**config.mk**
```make
export PLATFORM = sky130hd
export DESIGN_NAME = cdma_tile_sequencer
export DESIGN_NICKNAME = d
export VERILOG_FILES = /design/src/rtl/cdma_tile_sequencer.sv
export SDC_FILE = /design/constraint.sdc
export NUM_CORES = 1
export LEC_CHECK = 0
export ABC_CLOCK_PERIOD_IN_PS = 3650
export BUFFER_PORTS_ARGS = -buffer_cell sky130_fd_sc_hd__buf_2
export CORE_AREA = 8 8 176 178
export CTS_CLUSTER_DIAMETER = 100
export DETAILED_ROUTE_END_ITERATION = 7
export DIE_AREA = 0 0 184 186
export HOLD_SLACK_MARGIN = 0.02
export PLACE_DENSITY_LB_ADDON = 0.2
export SKIP_LAST_GASP = 1
export SLEW_MARGIN = 10
export SYNTH_ARGS = -nofsm -noshare
export SYNTH_HDL_FRONTEND = slang
export SYNTH_SLANG_ARGS = --single-unit
```
**constraint.sdc**
```tcl
create_clock -name clk -period 3.65 [get_ports clk]
set_input_delay 0 -clock clk [delete_from_list [all_inputs] [get_ports clk]]
set_output_delay 0 -clock clk [all_outputs]
set_load 0.02 [all_outputs]
```
**src/rtl/cdma_tile_sequencer.sv**
```systemverilog
// cdma_tile_sequencer: walks a planes x rows x row_len tile and issues one CDMA
// transfer per row. The source side is strided; the destination side is packed.
// Optional feature macro: CDMA_TIMEOUT_EN adds a per-transfer watchdog that sets
// a sticky error and ends the tile when CDMA_done does not arrive in time.
module cdma_tile_sequencer #(
    parameter int unsigned ADDR_WIDTH  = 32,
    parameter int unsigned TRANS_WIDTH = 16,
    parameter int unsigned DIM_WIDTH   = 10
`ifdef CDMA_TIMEOUT_EN
    ,
    parameter int unsigned TIMEOUT_CYCLES = 1024
`endif
) (
    input  logic                   clk,
    input  logic                   rst,
    input  logic                   start,
    input  logic [ADDR_WIDTH-1:0]  src_base,
    input  logic [ADDR_WIDTH-1:0]  dst_base,
    input  logic [TRANS_WIDTH-1:0] row_len,
    input  logic [DIM_WIDTH-1:0]   num_rows,
    input  logic [DIM_WIDTH-1:0]   num_planes,
    input  logic [ADDR_WIDTH-1:0]  src_row_stride,
    input  logic [ADDR_WIDTH-1:0]  src_plane_stride,
    output logic [ADDR_WIDTH-1:0]  src_addr,
    output logic [ADDR_WIDTH-1:0]  dst_addr,
    output logic [TRANS_WIDTH-1:0] trans_len,
    output logic                   CDMA_start,
    input  logic                   CDMA_done,
    output logic                   busy,
    output logic                   done,
    output logic                   error
);

    typedef enum logic [2:0] {
        S_IDLE  = 3'd0,
        S_ISSUE = 3'd1,
        S_WAIT  = 3'd2,
        S_NEXT  = 3'd3,
        S_FIN   = 3'd4
    } state_t;

    state_t state_q, state_d;

    // Latched tile configuration
    logic [TRANS_WIDTH-1:0] row_len_q, row_len_d;
    logic [DIM_WIDTH-1:0]   num_rows_q, num_rows_d;
    logic [DIM_WIDTH-1:0]   num_planes_q, num_planes_d;
    logic [ADDR_WIDTH-1:0]  row_stride_q, row_stride_d;
    logic [ADDR_WIDTH-1:0]  plane_stride_q, plane_stride_d;

    // Walk position
    logic [DIM_WIDTH-1:0]   row_q, row_d;
    logic [DIM_WIDTH-1:0]   plane_q, plane_d;
    logic [ADDR_WIDTH-1:0]  src_ptr_q, src_ptr_d;
    logic [ADDR_WIDTH-1:0]  plane_ptr_q, plane_ptr_d;
    logic [ADDR_WIDTH-1:0]  dst_ptr_q, dst_ptr_d;

    // Registered outputs
    logic [ADDR_WIDTH-1:0]  src_addr_q, src_addr_d;
    logic [ADDR_WIDTH-1:0]  dst_addr_q, dst_addr_d;
    logic [TRANS_WIDTH-1:0] trans_len_q, trans_len_d;
    logic                   cdma_start_q, cdma_start_d;
    logic                   busy_q, busy_d;
    logic                   done_q, done_d;

    logic [ADDR_WIDTH-1:0]  row_bytes;
    logic                   last_row;
    logic                   last_plane;
    logic                   zero_dim;

`ifdef CDMA_TIMEOUT_EN
    localparam int unsigned TIMER_WIDTH = (TIMEOUT_CYCLES > 1) ? $clog2(TIMEOUT_CYCLES) : 1;
    logic [TIMER_WIDTH-1:0] timer_q, timer_d;
    logic                   error_q, error_d;
`endif

    assign row_bytes  = ADDR_WIDTH'(row_len_q) << 2;
    assign last_row   = (row_q == num_rows_q - DIM_WIDTH'(1));
    assign last_plane = (plane_q == num_planes_q - DIM_WIDTH'(1));
    assign zero_dim   = (row_len == '0) || (num_rows == '0) || (num_planes == '0);

    // State, configuration, position and output registers
    always_ff @(posedge clk) begin
        if (rst) begin
            state_q        <= S_IDLE;
            row_len_q      <= '0;
            num_rows_q     <= '0;
            num_planes_q   <= '0;
            row_stride_q   <= '0;
            plane_stride_q <= '0;
            row_q          <= '0;
            plane_q        <= '0;
            src_ptr_q      <= '0;
            plane_ptr_q    <= '0;
            dst_ptr_q      <= '0;
            src_addr_q     <= '0;
            dst_addr_q     <= '0;
            trans_len_q    <= '0;
            cdma_start_q   <= 1'b0;
            busy_q         <= 1'b0;
            done_q         <= 1'b0;
        end else begin
            state_q        <= state_d;
            row_len_q      <= row_len_d;
            num_rows_q     <= num_rows_d;
            num_planes_q   <= num_planes_d;
            row_stride_q   <= row_stride_d;
            plane_stride_q <= plane_stride_d;
            row_q          <= row_d;
            plane_q        <= plane_d;
            src_ptr_q      <= src_ptr_d;
            plane_ptr_q    <= plane_ptr_d;
            dst_ptr_q      <= dst_ptr_d;
            src_addr_q     <= src_addr_d;
            dst_addr_q     <= dst_addr_d;
            trans_len_q    <= trans_len_d;
            cdma_start_q   <= cdma_start_d;
            busy_q         <= busy_d;
            done_q         <= done_d;
        end
    end

`ifdef CDMA_TIMEOUT_EN
    // Watchdog counter and sticky error flag
    always_ff @(posedge clk) begin
        if (rst) begin
            timer_q <= '0;
            error_q <= 1'b0;
        end else begin
            timer_q <= timer_d;
            error_q <= error_d;
        end
    end
`endif

    // Next-state, walk update and next output values
    always_comb begin
        state_d        = state_q;
        row_len_d      = row_len_q;
        num_rows_d     = num_rows_q;
        num_planes_d   = num_planes_q;
        row_stride_d   = row_stride_q;
        plane_stride_d = plane_stride_q;
        row_d          = row_q;
        plane_d        = plane_q;
        src_ptr_d      = src_ptr_q;
        plane_ptr_d    = plane_ptr_q;
        dst_ptr_d      = dst_ptr_q;
        src_addr_d     = src_addr_q;
        dst_addr_d     = dst_addr_q;
        trans_len_d    = trans_len_q;
        cdma_start_d   = 1'b0;
        // done follows FIN by one cycle; busy stays up through that done cycle
        done_d         = (state_q == S_FIN);
        busy_d         = (state_q != S_IDLE);
`ifdef CDMA_TIMEOUT_EN
        timer_d        = timer_q;
        error_d        = error_q;
`endif

        case (state_q)
            S_IDLE: begin
                // busy still high in the cycle after FIN, so a start there is ignored
                if (start && !busy_q) begin
                    row_len_d      = row_len;
                    num_rows_d     = num_rows;
                    num_planes_d   = num_planes;
                    row_stride_d   = src_row_stride;
                    plane_stride_d = src_plane_stride;
                    row_d          = '0;
                    plane_d        = '0;
                    src_ptr_d      = src_base;
                    plane_ptr_d    = src_base;
                    dst_ptr_d      = dst_base;
                    busy_d         = 1'b1;
`ifdef CDMA_TIMEOUT_EN
                    error_d        = 1'b0;
`endif
                    state_d        = zero_dim ? S_FIN : S_ISSUE;
                end
            end
            S_ISSUE: begin
                cdma_start_d = 1'b1;
                src_addr_d   = src_ptr_q;
                dst_addr_d   = dst_ptr_q;
                trans_len_d  = row_len_q;
`ifdef CDMA_TIMEOUT_EN
                timer_d      = '0;
`endif
                state_d      = S_WAIT;
            end
            S_WAIT: begin
                if (CDMA_done) begin
                    state_d = S_NEXT;
                end
`ifdef CDMA_TIMEOUT_EN
                else if (timer_q == TIMER_WIDTH'(TIMEOUT_CYCLES - 1)) begin
                    error_d = 1'b1;
                    state_d = S_FIN;
                end else begin
                    timer_d = timer_q + TIMER_WIDTH'(1);
                end
`endif
            end
            S_NEXT: begin
                dst_ptr_d = dst_ptr_q + row_bytes;
                if (last_row) begin
                    row_d       = '0;
                    plane_d     = plane_q + DIM_WIDTH'(1);
                    plane_ptr_d = plane_ptr_q + plane_stride_q;
                    src_ptr_d   = plane_ptr_q + plane_stride_q;
                end else begin
                    row_d     = row_q + DIM_WIDTH'(1);
                    src_ptr_d = src_ptr_q + row_stride_q;
                end
                state_d = (last_row && last_plane) ? S_FIN : S_ISSUE;
            end
            S_FIN: begin
                state_d = S_IDLE;
            end
            default: begin
                state_d = S_IDLE;
            end
        endcase
    end

    assign src_addr   = src_addr_q;
    assign dst_addr   = dst_addr_q;
    assign trans_len  = trans_len_q;
    assign CDMA_start = cdma_start_q;
    assign busy       = busy_q;
    assign done       = done_q;
`ifdef CDMA_TIMEOUT_EN
    assign error      = error_q;
`else
    assign error      = 1'b0;
`endif

endmodule

```
==> Yosys cells after proc, flatten, opt, wreduce, memory -nomap -nowiden <==
Index checks and enable logic that the tools add are counted.
{ "word_totals": {"register_bits": 302, "in_bits": 168, "wordCells": 68} }
{ "op_classes": {"add_sub_neg": 7, "n_eq_ne": 9, "n_mux": 20, "reduce_logical": 15} }
{ "op_table": {"columns": ["op", "count"], "rows": [
  ["32-bit one-hot mux with 2 select lines", 3],
  ["32-bit 2-to-1 mux", 4],
  ["32-bit adder", 2],
  ["10-bit one-hot mux with 2 select lines", 2],
  ["32-bit by 18-bit adder with 32-bit output", 1],
  ["10-bit 2-to-1 mux", 3],
  ["10-bit by 1-bit adder with 10-bit output (second input constant)", 2],
  ["10-bit == test", 2],
  ["10-bit logical NOT", 2],
  ["10-bit by 1-bit subtractor with 10-bit output (second input constant)", 2],
  ["16-bit logical NOT", 1],
  ["3-bit 2-to-1 mux", 4],
  ["3-bit one-hot mux with 4 select lines", 1],
  ["3-bit by 2-bit == test with 1-bit output (second input constant)", 2],
  ["2-bit != test (second input constant)", 3],
  ["2-bit AND reduction", 3],
  ["3-bit by 1-bit == test with 1-bit output (second input constant)", 1],
  ["3-bit == test (second input constant)", 1],
  ["3-bit logical NOT", 1],
  ["1-bit 2-to-1 mux", 3],
  ["3-bit AND reduction", 1],
  ["3-bit nonzero test", 1],
  ["1-bit logical AND", 2],
  ["1-bit logical OR", 2],
  ["2 further kinds", 2]
]} }

==> Logic depth before layout (Yosys ltp) <==
{ "depth": {"ltp_word": 6, "depth_mapped": 13, "ltp_nobuf": 12} }

==> Worst setup path after synthesis <==
OpenSTA, ideal clock, no wires.
{ "synth_timing": {"kind": "register to register", "start": "register row_len_q[0]", "end": "register dst_ptr_q[20]", "setup_time_ns": 0.075, "arrival_ns": 2.915, "setup_slack_ns": 0.659, "path_stages_with_launch": 14, "path_buffers": 1, "synth_period_minus_slack_ns": 2.991, "path_cell_list": "dfxtp_1 ha_1 inv_1 fa_1 nor2b_1 o21ai_0 a21boi_0 o211ai_1 a21oi_1 nor3b_1 or2_2 clkbuf_1 or4_1 a31oi_1"} }
{ "synth_between": {"elab_chain_len": 2} }
{ "synth_lines": {"columns": ["element", "line_no", "source"], "rows": [
  ["start, declared", "45", "logic [TRANS_WIDTH-1:0] row_len_q, row_len_d;"],
  ["start signal, assigned", "104", "row_len_q <= row_len_d;"],
  ["32-bit by 18-bit adder with 32-bit output", "206", "dst_ptr_d = dst_ptr_q + row_bytes;"],
  ["32-bit one-hot mux with 2 select lines", "161", "case (state_q)"],
  ["end signal, assigned", "113", "dst_ptr_q <= dst_ptr_d;"],
  ["end, declared", "56", "logic [ADDR_WIDTH-1:0] dst_ptr_q, dst_ptr_d;"]
]} }
No other way between the ends.
A chain may end at the register's enable or synchronous reset.

==> Worst setup path in the final report <==
{ "layout_timing": {"start": "register num_rows_q[0]", "end": "register row_q[8]"} }
{ "layout_between": {"elab_chain_len": 4} }
{ "layout_lines": {"columns": ["element", "line_no", "source"], "rows": [
  ["start, declared", "46", "logic [DIM_WIDTH-1:0] num_rows_q, num_rows_d;"],
  ["start signal, assigned", "105", "num_rows_q <= num_rows_d;"],
  ["10-bit by 1-bit subtractor with 10-bit output", "78", "assign last_row = (row_q == num_rows_q - DIM_WIDTH'(1));"],
  ["10-bit == test", "78", null],
  ["10-bit 2-to-1 mux", "207", "if (last_row) begin"],
  ["10-bit one-hot mux with 2 select lines", "161", null],
  ["end signal, assigned", "109", "row_q <= row_d;"],
  ["end, declared", "52", "logic [DIM_WIDTH-1:0] row_q, row_d;"]
]} }
No other way between the ends.

==> results by group <==
Finish
  – Most common cell after layout, fill and taps aside: nand2_1
  – P&R area growth vs syn: 27.3%
  – FF+latch area: 6050 um2
  – Share of layout cells above drive strength 1: 14.4%
  – Non-Filler Instances: 2864
  – Commonest cells after routing, fill and taps aside: nand2_1, dfxtp_1, a21oi_1, buf_2, dlygate4sd3_1
  – Final instance area: 20400 um2
  – NumNets Final: 2708
  – Fillers: 2233
  – Multi-input logic area: 9340 um2

Worst setup path
  – Crit path arrival time: 3.80 ns
  – Critical path fanouts, max: 17
  – CP Cell Sequence: or4_4 > or4_1 > a21oi_1 > a31oi_1 > or4_1 > buf_4 > and2_1 > a41oi_1 > a311oi_1
  – Worst path max stage delay: 0.61 ns
  – Critical path startpoint category: flop
  – CP endpoint kind: flop
  – Cell mode on critical path: or4_1
  – Worst Path Class, Setup: reg -> reg
  – Worst Path Required: 4.01 ns
  – Slowest CP cell: or4_1

Power and ir drop
  – Net load switching power: 3800 uW
  – Leakage: 0.00858 uW
  – Sequential share of power: 36.8%
  – Clock Power Share: 34.2%
  – Switching Fraction: 34.1%
  – VDD IR max: 0.318 mV
  – Pwr dens: 545 nW/um2
  – Combinational Power Share: 28.9%
  – Int Power: 7340 uW

Logic synthesis
  – Async set-reset flop share out of synthesis: 0%
  – Cells after Synth: 2105
  – Seq/Total Area, Yosys: 37.6%
  – Syn Nets: 2358
  – Synth area leader: dfxtp_1
  – Top_reg_cell synth: dfxtp_1
  – Synth cell types: 73
  – Post-synthesis register bit count: 302
  – Synth area leaders: dfxtp_1, nand2_1, a21oi_1
  – Top cell type's share of synthesized area: 37.6%
  – Mean Syn Cell Area: 7.63 um2
  – Synth warn: 0
  – Number of synthesized flops with an enable pin: 0
  – Mapped Area: 16100 um2

CTS
  – H-tree depth: 2
  – Worst skew pair latency: 0.52 ns
  – Inserted Clock Buffers: 35
  – Root buffer cell: clkbuf_16
  – CTS tree: yes
  – Clock Sinks: 302
  – Clock buffer depth: 3
  – Clk slew on worst S/H paths: 0.06 ns

Floorplan
  – Starting density of the core: 56.9%
  – Chip width: 184 um
  – Area of the die: 34200 um2
  – Die height: 186 um
  – Core area: 28200 um2
  – Top Ports: 252
  – Cell Rows: 62

STA
  – Tcrit/Tclk final: 94.2%
  – Min cycle time layout: 3.44 ns
  – Worst Skew: 0.0102 ns
  – Final Max Tran Viols: 0
  – Setup TNS: 0 ns
  – Hold Fails Final Rpt: 0
  – RSZ-0062 raised after global routing: false
  – Final setup viols: 0
  – Fmax: 291 MHz
  – Worst Max-Slew Pin Slew: 1.10 ns
  – Worst rel slew slack: 26.5%

Global route
  – Vias in the first global route: 16301
  – GR Util met3: 6.01%
  – Total GRT Usage: 29.9%
  – Global routing usage on met2: 48.1%
  – First-pass GRT wire length: 83.9 mm
  – Largest net degree at the start of global routing: 151
  – Total grt overflow: 0
  – Most used routing layer: met2
  – Initial antenna violation count: 2
  – Met1 Use GR: 38.9%

Route
  – Drt initial violations: 1682
  – Via count: 16928
  – WL per Instance: 18.6 um
  – DRC Markers: 0
  – Vias per inst: 5.91
  – Antenna-violating nets left: 0
  – Drt first pass iters: 6
  – WL final: 53.1 mm

Place
  – Number of port buffers: 250
  – Dpl cells: 2635
  – Post-DP HPWL: 35.3 mm
  – Post-DP Area: 17500 um2
  – Global placer's final weighted congestion: 0.968

Hold path
  – Worst hold-check path type: in -> reg

Run status
  – Outcome: completed

Flow run
  – Max Cap Viol: 0
## routing by layer
layer	routed length, um	part of all wire (%)	up-vias
met5	0	0	-
met4	1940	3.7	0
met3	4420	8.3	149
met2	24000	45	785
met1	22700	43	7893
li1	-	-	8101
## worst max-delay path: cells and delay by family, from the launching register on
family	cells	cell delay, ns
flip-flops	1	0.37
AO/OA/AOI/OAI	4	0.58
AND/OR/NAND/NOR	4	2.03
buffers and inverters	1	0.31
## metrics by stage
step	util (%)	total power (uW)	hold WS (ns)	setup slack, ns
finish	72.4	11100	0.0503	0.212
global route	72.4	11700	0.113	0.00484
CTS	72.3	11100	0.0586	0.136
detailed placement	62.0	7160	0.246	0.141
global placement	62.0	7070	0.241	0.265
floorplan	-	6270	0.136	0.659
## power by group through the flow
stage	clock network [uW]	registers (uW)	logic (uW)
after floorplan	0	4070	2200
after global placement	0	4150	2920
after detailed placement	0	4160	3000
after CTS	3850	4090	3160
after global routing	3990	4150	3550
final	3810	4110	3220
## synth_stat cells (9+ instances only)
library cell	instances
mux2i_1	13
o221ai_1	10
or3_1	10
and2_1	9
o211ai_1	22
and3_1	17
clkbuf_1	109
dfxtp_1	302
nor2b_1	10
o22ai_1	15
nand4_1	17
o21ai_0	86
ha_1	82
a211oi_1	29
a22oi_1	18
nand2_1	470
nor4_1	12
o31ai_1	9
a21oi_1	289
a311oi_1	12
a21o_1	27
o21a_1	12
nand3_1	41
xor2_1	41
a31oi_1	38
inv_1	49
xnor2_1	52
nor2_1	150
nand2b_1	12
nor3_1	29
## registers in the layout (all words and copies together) (netlist names)
name	cells
dst_ptr_q	32
done	1
plane_stride_q	32
src_addr	32
src_ptr_q	32
dst_addr	32
plane_q	10
num_rows_q	10
trans_len	16
state_q	3
num_planes_q	10
row_stride_q	32
row_q	10
CDMA_start	1
row_len_q	16
plane_ptr_q	32
busy	1
## kinds of logic (layout without fill, tap and decap cells)
group	count (synthesis)	count (layout)	share of synthesized area [%]
simple gates	817	817	22.1
compound gates	616	616	23.1
flops	302	302	37.6
buf+inv	177	550	4.36
xor+xnor	93	93	5.07
fa+ha+maj	85	85	6.76
mux	14	14	0.880
other cells	1	3	0.0234
## final cells by class
class	instances	area share, %
Multi-Input combinational cell	1626	45.7
Sequential cell	302	29.6
Timing Repair Buffer	441	15.4
Clock buffer	44	4.80
Tap cell	384	2.35
Clock inverter	16	1.26
Inverter	49	0.900
Antenna cell	2	0.0245
## worst paths after layout
check	startpoint	to	slack [ns]	cells after the start
max	num_rows_q[0]$_SDFFE_PP0P_	row_q[8]$_SDFFE_PP0P_	0.21	9
min	rst	plane_ptr_q[21]$_SDFFE_PP0P_	0.05	2
max reg2reg	num_rows_q[0]$_SDFFE_PP0P_	row_q[8]$_SDFFE_PP0P_	0.21	9
min reg2reg	dst_addr[23]$_SDFFE_PP0P_	dst_addr[23]$_SDFFE_PP0P_	0.45	2
## repair_timing
action                                 in CTS  in global routing
gates resized for setup                     0                  3
buffers inserted                            0                  1
hold buffers                              166                  0
endpoints found under the hold margin     197                  0
setup endpoints to repair                   0                 20
No activity file was read; power rests on OpenSTA's default activity.
